### src/rtl/flop_pkg.sv
// Field layout, FSM encoding and float struct for the 13-bit float {sign, mant[7:0], exp[3:0]},
// shared by the sequential divider and the combinational multiplier.
package flop_pkg;
    localparam int MANT_W   = 8;
    localparam int EXP_W    = 4;
    localparam int SIGN_BIT = 12;
    localparam int MANT_HI  = 11;
    localparam int MANT_LO  = 4;
    localparam int EXP_HI   = 3;
    localparam int EXP_LO   = 0;
    localparam logic [EXP_W-1:0] EXP_MAX = 4'hF;

    typedef struct packed {
        logic              sign;
        logic [MANT_W-1:0] mant;
        logic [EXP_W-1:0]  exp;
    } flop_t;

    typedef enum logic [1:0] {
        ST_IDLE,
        ST_DIVIDE,
        ST_NORM,
        ST_DONE
    } div_state_e;
endpackage

### src/rtl/flop_div_if.sv
// Start/busy/done handshake and operand/result bus of the float divider.
interface flop_div_if;
    logic        start;
    logic [12:0] one;
    logic [12:0] other;
    logic        busy;
    logic        done;
    logic [12:0] result;
    logic        div_by_zero;

    modport master (output start, one, other, input busy, done, result, div_by_zero);
    modport slave  (input start, one, other, output busy, done, result, div_by_zero);
endinterface

### src/rtl/flop_lzc16.sv
// 16-bit leading-one encoder: pos_o is the index of the highest set bit, vld_o flags a non-zero input.
module flop_lzc16 (
    input  logic [15:0] vec_i,
    output logic [3:0]  pos_o,
    output logic        vld_o
);
    always_comb begin
        pos_o = 4'd0;
        vld_o = 1'b0;
        // Ascending scan: the last hit is the most significant one.
        for (int i = 0; i < 16; i++) begin
            if (vec_i[i]) begin
                pos_o = 4'(i);
                vld_o = 1'b1;
            end
        end
    end
endmodule

### src/rtl/flop_div.sv
// Sequential restoring divider for the 13-bit float format (truncating, saturate/flush like the multiplier).
// Optional FLOP_DIV_EARLY_EXIT_EN: a zero mantissa operand skips DIVIDE/NORM and finishes right away.
module flop_div
    import flop_pkg::*;
(
    input logic       clk,
    input logic       reset_n,
    flop_div_if.slave bus
);
    div_state_e   state_q;
    logic         busy_q, done_q, dbz_q;
    logic [12:0]  result_q;
    logic [3:0]   cnt_q;

    flop_t        a_q, b_q;
    logic [7:0]   rem_q, rem_d;
    logic [15:0]  dvd_q, dvd_d;
    logic [3:0]   p_q;
    logic [8:0]   shl;
    logic         qbit;
    logic [3:0]   lzc_pos;
    logic         lzc_vld;
    logic         skip;
    flop_t        in_a, in_b, res_d;

    assign in_a = bus.one;
    assign in_b = bus.other;

`ifdef FLOP_DIV_EARLY_EXIT_EN
    assign skip = (in_a.mant == '0) || (in_b.mant == '0);
`else
    assign skip = 1'b0;
`endif

    function automatic flop_t pack_result(input flop_t a, input flop_t b,
                                          input logic [15:0] q, input logic [3:0] p);
        flop_t             r;
        logic signed [6:0] e;
        r.sign = (a.sign == b.sign);
        r.mant = 8'(({q, 7'b0}) >> p);
        e      = $signed({3'b000, a.exp}) - $signed({3'b000, b.exp})
               + $signed({3'b000, p}) - 7'sd7;
        r.exp  = e[3:0];
        if (b.mant == '0) begin
            r.mant = '0;
            r.exp  = EXP_MAX;
        end else if (a.mant == '0 || e < 7'sd0) begin
            r.mant = '0;
            r.exp  = '0;
        end else if (e > 7'sd15) begin
            r.mant = '0;
            r.exp  = EXP_MAX;
        end
        return r;
    endfunction

    // One restoring step: shift in the next dividend bit, subtract the divisor if it fits.
    always_comb begin
        shl = {rem_q, dvd_q[15]};
        qbit = (shl >= {1'b0, b_q.mant});
        rem_d = qbit ? 8'(shl - {1'b0, b_q.mant}) : shl[7:0];
        dvd_d = {dvd_q[14:0], qbit};
    end

    flop_lzc16 u_lzc (
        .vec_i (dvd_q),
        .pos_o (lzc_pos),
        .vld_o (lzc_vld)
    );

    assign res_d = pack_result(a_q, b_q, dvd_q, p_q);

    always_ff @(posedge clk) begin
        case (state_q)
            ST_IDLE: begin
                if (bus.start) begin
                    a_q   <= in_a;
                    b_q   <= in_b;
                    rem_q <= '0;
                    dvd_q <= {in_a.mant, 8'h00};
                end
            end
            ST_DIVIDE: begin
                rem_q <= rem_d;
                dvd_q <= dvd_d;
            end
            ST_NORM: begin
                if (lzc_vld) p_q <= lzc_pos;
            end
            default: ;
        endcase
    end

    always_ff @(posedge clk or negedge reset_n) begin
        if (!reset_n) begin
            state_q  <= ST_IDLE;
            busy_q   <= 1'b0;
            done_q   <= 1'b0;
            dbz_q    <= 1'b0;
            result_q <= 13'h000;
            cnt_q    <= 4'd0;
        end else begin
            done_q <= 1'b0;
            case (state_q)
                ST_IDLE: begin
                    if (bus.start) begin
                        busy_q  <= 1'b1;
                        cnt_q   <= 4'd15;
                        state_q <= skip ? ST_DONE : ST_DIVIDE;
                    end
                end
                ST_DIVIDE: begin
                    cnt_q <= cnt_q - 4'd1;
                    if (cnt_q == 4'd0) state_q <= ST_NORM;
                end
                ST_NORM: state_q <= ST_DONE;
                ST_DONE: begin
                    result_q <= res_d;
                    dbz_q    <= (b_q.mant == '0);
                    done_q   <= 1'b1;
                    busy_q   <= 1'b0;
                    state_q  <= ST_IDLE;
                end
                default: state_q <= ST_IDLE;
            endcase
        end
    end

    assign bus.busy        = busy_q;
    assign bus.done        = done_q;
    assign bus.result      = result_q;
    assign bus.div_by_zero = dbz_q;
endmodule

### src/flat_wrapper.sv
// flat-port wrapper written by rule: the top's interface ports become plain ports
module flop_div_flat import flop_pkg::*;
  (clk, reset_n, bus_start, bus_one, bus_other, bus_busy, bus_done, bus_result, bus_div_by_zero);
  flop_div_if bus_i ();
  input logic clk;
  input logic reset_n;
  input wire logic [$bits(bus_i.start)-1:0] bus_start;
  input wire logic [$bits(bus_i.one)-1:0] bus_one;
  input wire logic [$bits(bus_i.other)-1:0] bus_other;
  output wire logic [$bits(bus_i.busy)-1:0] bus_busy;
  output wire logic [$bits(bus_i.done)-1:0] bus_done;
  output wire logic [$bits(bus_i.result)-1:0] bus_result;
  output wire logic [$bits(bus_i.div_by_zero)-1:0] bus_div_by_zero;
  assign bus_i.start = bus_start;
  assign bus_i.one = bus_one;
  assign bus_i.other = bus_other;
  assign bus_busy = bus_i.busy;
  assign bus_done = bus_i.done;
  assign bus_result = bus_i.result;
  assign bus_div_by_zero = bus_i.div_by_zero;
  flop_div u_core (.clk(clk), .reset_n(reset_n), .bus(bus_i));
endmodule
### config.mk
export PLATFORM = sky130hd
export DESIGN_NAME = flop_div_flat
export DESIGN_NICKNAME = d
export VERILOG_FILES = /design/src/rtl/flop_pkg.sv /design/src/rtl/flop_div_if.sv /design/src/rtl/flop_lzc16.sv /design/src/rtl/flop_div.sv /design/src/flat_wrapper.sv
export SDC_FILE = /design/constraint.sdc
export NUM_CORES = 1
export LEC_CHECK = 0
export CAP_MARGIN = 20
export CORE_MARGIN = 4
export CORE_UTILIZATION = 57
export CTS_CLUSTER_SIZE = 10
export DETAILED_ROUTE_END_ITERATION = 16
export GPL_TIMING_DRIVEN = 0
export PLACE_DENSITY = 0.81
export SYNTH_ARGS = -nofsm -noshare
export SYNTH_HDL_FRONTEND = slang
export SYNTH_HIERARCHICAL = 1
export SYNTH_SLANG_ARGS = --single-unit
### constraint.sdc
create_clock -name clk -period 3.81 [get_ports clk]
set_input_delay 0.5715 -clock clk [delete_from_list [all_inputs] [get_ports clk]]
set_output_delay 0.5715 -clock clk [all_outputs]
set_load 0.05 [all_outputs]
; After elaboration in Yosys (flattened, before gate mapping)
; Cells that the tools add are included.
[totals]
ff_bits = 76
word_cells = 94
[classes]
n_addsub = 5
n_lt_le_gt_ge = 3
eq_ne = 6
shifts = 1
n_mux = 46
n_reduce_logical = 15
[ops]
columns = cell, count
row1 = 2-to-1 mux 12 bit, 3
row2 = one-hot mux 16 bit (2 select lines), 1
row3 = 2-to-1 mux 4 bit, 7
row4 = right shift 23 x 4 -> 8 bit, 1
row5 = 2-to-1 mux 1 bit, 20
row6 = zero test 8 bit, 2
row7 = 2-to-1 mux 16 bit, 1
row8 = 2-to-1 mux 8 bit, 2
row9 = one-hot mux 8 bit (2 select lines), 1
row10 = 2-to-1 mux 3 bit, 4
row11 = AND reduction 2 bit, 5
row12 = >= comparator 9 x 8 -> 1 bit, 1
row13 = 2-to-1 mux 2 bit, 4
row14 = one-hot mux 2 bit (4 select lines), 1
row15 = one-hot mux 4 bit (2 select lines), 1
row16 = OR reduction 8 bit, 1
row17 = subtractor 8 bit, 1
row18 = adder 7 x 5 -> 7 bit, 1
row19 = "greater-than comparator 7 x 5 -> 1 bit, second input constant", 1
row20 = "less-than comparator 7 x 1 -> 1 bit, second input constant", 1
row21 = "subtractor 7 x 4 -> 7 bit, second input constant", 1
row22 = subtractor 4 x 4 -> 5 bit, 1
row23 = "equality test 2 bit, second input constant", 2
row24 = zero test 4 bit, 1
row25 = other kinds (11), 12

; Longest topological paths before layout
[logic_depth]
word_depth = 17
mapped_depth = 13
ltp_nobuf = 13

; Cells and area by module
; Netlist, hierarchy kept.
[by_module_without_submodules]
columns = mod, instances, cells_each, area_per_inst_um2
row1 = flop_div, 1, 352, 4216.5
row2 = flop_lzc16, 1, 29, 161.4

; Least setup slack after synthesis
; No wires, ideal clock.
[synth_path]
path_kind = reg2reg
startpoint = register u_core/a_q[0] (netlist name)
endpoint = register u_core.result_q[3] (netlist: u_core/bus.result[3])
setup_ps = 153
arrival_ps = 2596
required_time_ps = 3657
slack_ps = 1062
stages_incl_launch_ff = 13
n_path_buf = 0
synth_period_minus_slack_ps = 2748
cell_sequence = edfxtp_1 > inv_1 > ha_1 > inv_1 > fa_1 > xor2_1 > ha_1 > ha_1 > a21o_1 > a211o_1 > a21boi_1 > or2_1 > a311oi_1
[synth_between]
elab_chain_len = 7
word_cells_on_any_way = 9
classes_between = 3 x add/sub / 2 x order compare / 3 x mux / 1 x reduce/logical
[synth_rtl]
columns = element, line
row1 = "start, declared", flop_div.sv:15  ; flop_t a_q, b_q;
row2 = "start signal, assigned", flop_div.sv:77  ; a_q <= in_a;
row3 = subtractor 4 x 4 -> 5 bit (*), flop_div.sv:41  ; e = $signed({3'b000, a.exp}) - $signed({3'b000, b.exp})
row4 = adder 7 x 5 -> 7 bit (*), flop_div.sv:42  ; + $signed({3'b000, p}) - 7'sd7;
row5 = subtractor 7 x 4 -> 7 bit (*), flop_div.sv:42
row6 = greater-than comparator 7 x 5 -> 1 bit or less-than comparator 7 x 1 -> 1 bit (tied branches), "flop_div.sv:50, flop_div.sv:47"
row7 = 2-to-1 mux 12 bit or logical OR 1 bit (tied branches), "flop_div.sv:50, flop_div.sv:47"
row8 = 2-to-1 mux 12 bit (*), flop_div.sv:47  ; end else if (a.mant == '0 || e < 7'sd0) begin
row9 = 2-to-1 mux 12 bit (*), flop_div.sv:44  ; if (b.mant == '0) begin
row10 = "end signal, assigned", flop_div.sv:118  ; result_q <= res_d;
row11 = "end, declared", flop_div.sv:12  ; logic [12:0] result_q;
; Every way passes the cells marked *; elsewhere a longest branch is shown, timed or not.
; A chain may end at the register's enable or synchronous reset.

; Worst setup path after layout
[layout_path]
startpoint = register u_core/a_q[0] (netlist name)
endpoint = register u_core.result_q[5] (netlist: u_core/bus.result[5])
; Same word-level chain as after synthesis.

==> impl_metrics.env <==
export IMPL_endpoint_kind="register"
export IMPL_synth_most_common_cell="edfxtp_1"
export IMPL_power_frac_clock_pct=13.7
export IMPL_diodes=0
export IMPL_maxSlewHeadroom_pct=55.18
export IMPL_final_max_slew_viol_count=0
export IMPL_die_w_um=95.64
export IMPL_yosys_register_bits=76
export IMPL_num_io_pins=45
export IMPL_pwr_share_comb_pct=53.2
export IMPL_drv_cap=0
export IMPL_tns_ns=0
export IMPL_outcome="finished, final reports clean"
export IMPL_synthTopCellsByArea="edfxtp_1, dfrtp_1, ha_1"
export IMPL_drt_antenna_violating_nets=0
export IMPL_rsz0062_at_grt="no"
export IMPL_p_int_mw=2.765
export IMPL_p_per_area_nw_per_um2=916.2
export IMPL_worstSkewPairLatency_ns=0.34
export IMPL_core_um2=7370
export IMPL_grtUsageTotal_pct=20.33
export IMPL_vias=3168
export IMPL_antenna_found_initial=0
export IMPL_portBuffers=44
export IMPL_cts_inserted_buffers=9
export IMPL_clk_pin_slew_ns=0.08
export IMPL_place_inst=524
export IMPL_drive_gt1_share_pct=11.49
export IMPL_setup_viol_count_final=0
export IMPL_place_area_um2=4942
export IMPL_fin_skew_ns=0.01172
export IMPL_postSynthAreaPerCell_um2=11.49
export IMPL_yosysTopAreaCellShare_pct=37.04
export IMPL_worst_slew_pin_slew_ns=0.6722
export IMPL_cp_max_fo=8
export IMPL_start_util_pct=59.41
export IMPL_async_flop_share_pct=28.95
export IMPL_clockBufferDepth=2
export IMPL_muxShareOfSynthArea_pct=10.60
export IMPL_rows=31
export IMPL_die_h_um=95.64
export IMPL_overflow=0
export IMPL_max_freq_mhz=333.2
export IMPL_grt_max_degree=28
export IMPL_synth_simple_gate_area_share_pct=10.92
export IMPL_cp_required_ns=4.06
export IMPL_synth_yosys_seq_area_share_pct=49.61
export IMPL_critPathLaunchType="register"
export IMPL_finalPower_mw=4.788
export IMPL_drtIter0Drc=174
export IMPL_syn_inst=381
export IMPL_fin_nets=496
export IMPL_power_leakage_nw=2.116
export IMPL_yosys_area_share_xor_xnor_pct=1.000
export IMPL_place_gp_congestion=0.9329
export IMPL_utilization_pct=70.92
export IMPL_postCtsSetupRepairBufs=0
export IMPL_synthTopCellsByCount="edfxtp_1, inv_1, ha_1"
export IMPL_synth_compound_area_share_pct=14.58
export IMPL_ff2ff_path_depth=12
export IMPL_hold_buffers=0
export IMPL_synth_top_family_by_area="compound AO/OA/AOI/OAI gates"
export IMPL_nFillCells=529
export IMPL_grt_pass1_vias=3161
export IMPL_finalHoldViolCount=0
export IMPL_p_switching_mw=2.024
export IMPL_cts_root_buf="clkbuf_8"
export IMPL_syn_cell_area_um2=4378
export IMPL_routedWlPerCell_um=16.47
export IMPL_seq_power_share_pct=33.1
export IMPL_yosys_warnings=6
export IMPL_dpl_hpwl_mm=6.516
export IMPL_yosysTopAreaCell="edfxtp_1"
export IMPL_route_detailed_drc=0
export IMPL_fin_area_um2=5226
export IMPL_first_pass_iters=4
export IMPL_wirelength_mm=8.941
export IMPL_area_growth_pct=19.38
export IMPL_cts_tree="done"
export IMPL_power_share_switching_pct=42.26
export IMPL_grt_pass1_wl_mm=14.42
export IMPL_peakVddDrop_mv=0.5089
export IMPL_crit_arrival_ns=3.25
export IMPL_post_route_period_util_pct=78.77
export IMPL_cts_resized_gates=0
export IMPL_yosys_most_used_dff="edfxtp_1"
export IMPL_synth_nets=438
export IMPL_die_area_um2=9147
export IMPL_vias_per_cell=5.834
export IMPL_ys_types=58
export IMPL_htree_num_levels=3
export IMPL_critPathKind="reg2reg"
export IMPL_holdCritPathClass="in2async"
export IMPL_clock_sinks=76
export IMPL_synth_edff_count=54
export IMPL_instances_no_fill=543
export IMPL_synthAdderAreaFrac_pct=8.517
export IMPL_fin_crit_ns=3.001
-- critical path, stage by stage, from the launching register on --
cell	delay [ns]
edfxtp_1	0.36
inv_1	0.06
ha_1	0.13
inv_1	0.06
fa_1	0.39
xor2_1	0.19
ha_1	0.30
ha_1	0.30
a21o_1	0.21
a211o_1	0.30
a21boi_1	0.19
o211ai_2	0.22
o22ai_1	0.20
-- state kept, by name, indices dropped and copies added, names as in the netlist --
name	count
u_core/bus.div_by_zero	1
u_core/rem_q	8
u_core/cnt_q	4
u_core/state_q	2
u_core/bus.result	13
u_core/p_q	4
u_core/b_q	13
u_core/bus.busy	1
u_core/dvd_q	16
u_core/bus.done	1
u_core/a_q	13
-- logic make-up (layout without fill, tap and decap cells) --
group / count (synthesis) / after routing
DFF: 76 / 76
buffers and inverters: 51 / 114
muxes: 34 / 34
adders and majority gates: 28 / 28
AOI/OAI and AO/OA: 93 / 93
and+or+nand+nor: 94 / 94
xor gates and xnor gates: 5 / 5
-- stage by stage --
stage | worst slack [ns] | hold WS, ns
floorplan | 1.062 | 0.2759
global placement | 0.9048 | 0.4825
detailed placement | 0.8401 | 0.4887
CTS | 0.8119 | 0.5071
global route | 0.6013 | 0.4179
finish | 0.8089 | 0.4277
-- cell type report --
cell class	count	area [µm²]	share of cell area (%)
Tap cell	99	123.9	2.370
Multi-Input combinational cell	254	1997	38.21
Clock inverter	6	88.84	1.700
Buffer	9	51.30	0.9816
Timing Repair Buffer	47	508.0	9.720
Sequential cell	76	2172	41.56
Inverter	42	157.7	3.017
Clock buffer	10	127.6	2.442
-- per-layer routing --
| metal | wire length (µm) | track usage, % |
|---|---|---|
| met1 | 3717 | 25.36 |
| met2 | 4570 | 34.68 |
| met3 | 407 | 4.657 |
| met4 | 246 | 6.991 |
| met5 | 0 | 0 |
-- path summary, 6_finish.rpt --
path	slack, ns	end	startpoint
max	0.81	u_core/bus.result[5]$_DFFE_PN0P_	u_core/a_q[0]$_DFFE_PP_
min	0.43	u_core/bus.result[9]$_DFFE_PN0P_	reset_n
max reg2reg	0.81	u_core/bus.result[5]$_DFFE_PN0P_	u_core/a_q[0]$_DFFE_PP_
min reg2reg	0.51	u_core/bus.div_by_zero$_DFFE_PN0P_	u_core/bus.div_by_zero$_DFFE_PN0P_
max in group asynchronous	3.00	u_core/cnt_q[1]$_DFFE_PN0P_	reset_n
min in group clk	0.51	u_core/bus.div_by_zero$_DFFE_PN0P_	u_core/bus.div_by_zero$_DFFE_PN0P_
-- power groups by stage --
stage | clock, mW | combinational [mW] | sequential (mW)
6_report | 0.654 | 2.55 | 1.59
5_1_grt | 0.711 | 2.82 | 1.63
4_1_cts | 0.670 | 2.47 | 1.59
3_5_place_dp | 0 | 2.44 | 1.61
3_3_place_gp | 0 | 2.37 | 1.60
2_1_floorplan | 0 | 1.63 | 1.77
-- placed cells by master, fill, tap and decap left out, drive strengths merged, types with 4 or more instances in the layout --
cell type,synthesis,routed
edfxtp,54,54
clkdlybuf4s50,0,44
inv,42,42
ha,25,25
dfrtp,22,22
nor2,21,21
nand2,19,19
o21ai,19,19
mux2,17,17
clkbuf,4,15
a21oi,14,14
o22ai,13,13
nand3,12,12
and2,10,10
mux2i,10,10
a21o,8,8
mux4,7,7
buf,5,7
nor2b,6,6
nor4,6,6
nand2b,5,5
a311oi,5,5
o21a,4,4
a31oi,4,4
o211ai,4,4
a21boi,4,4
Power figures use the tool's default switching activity.
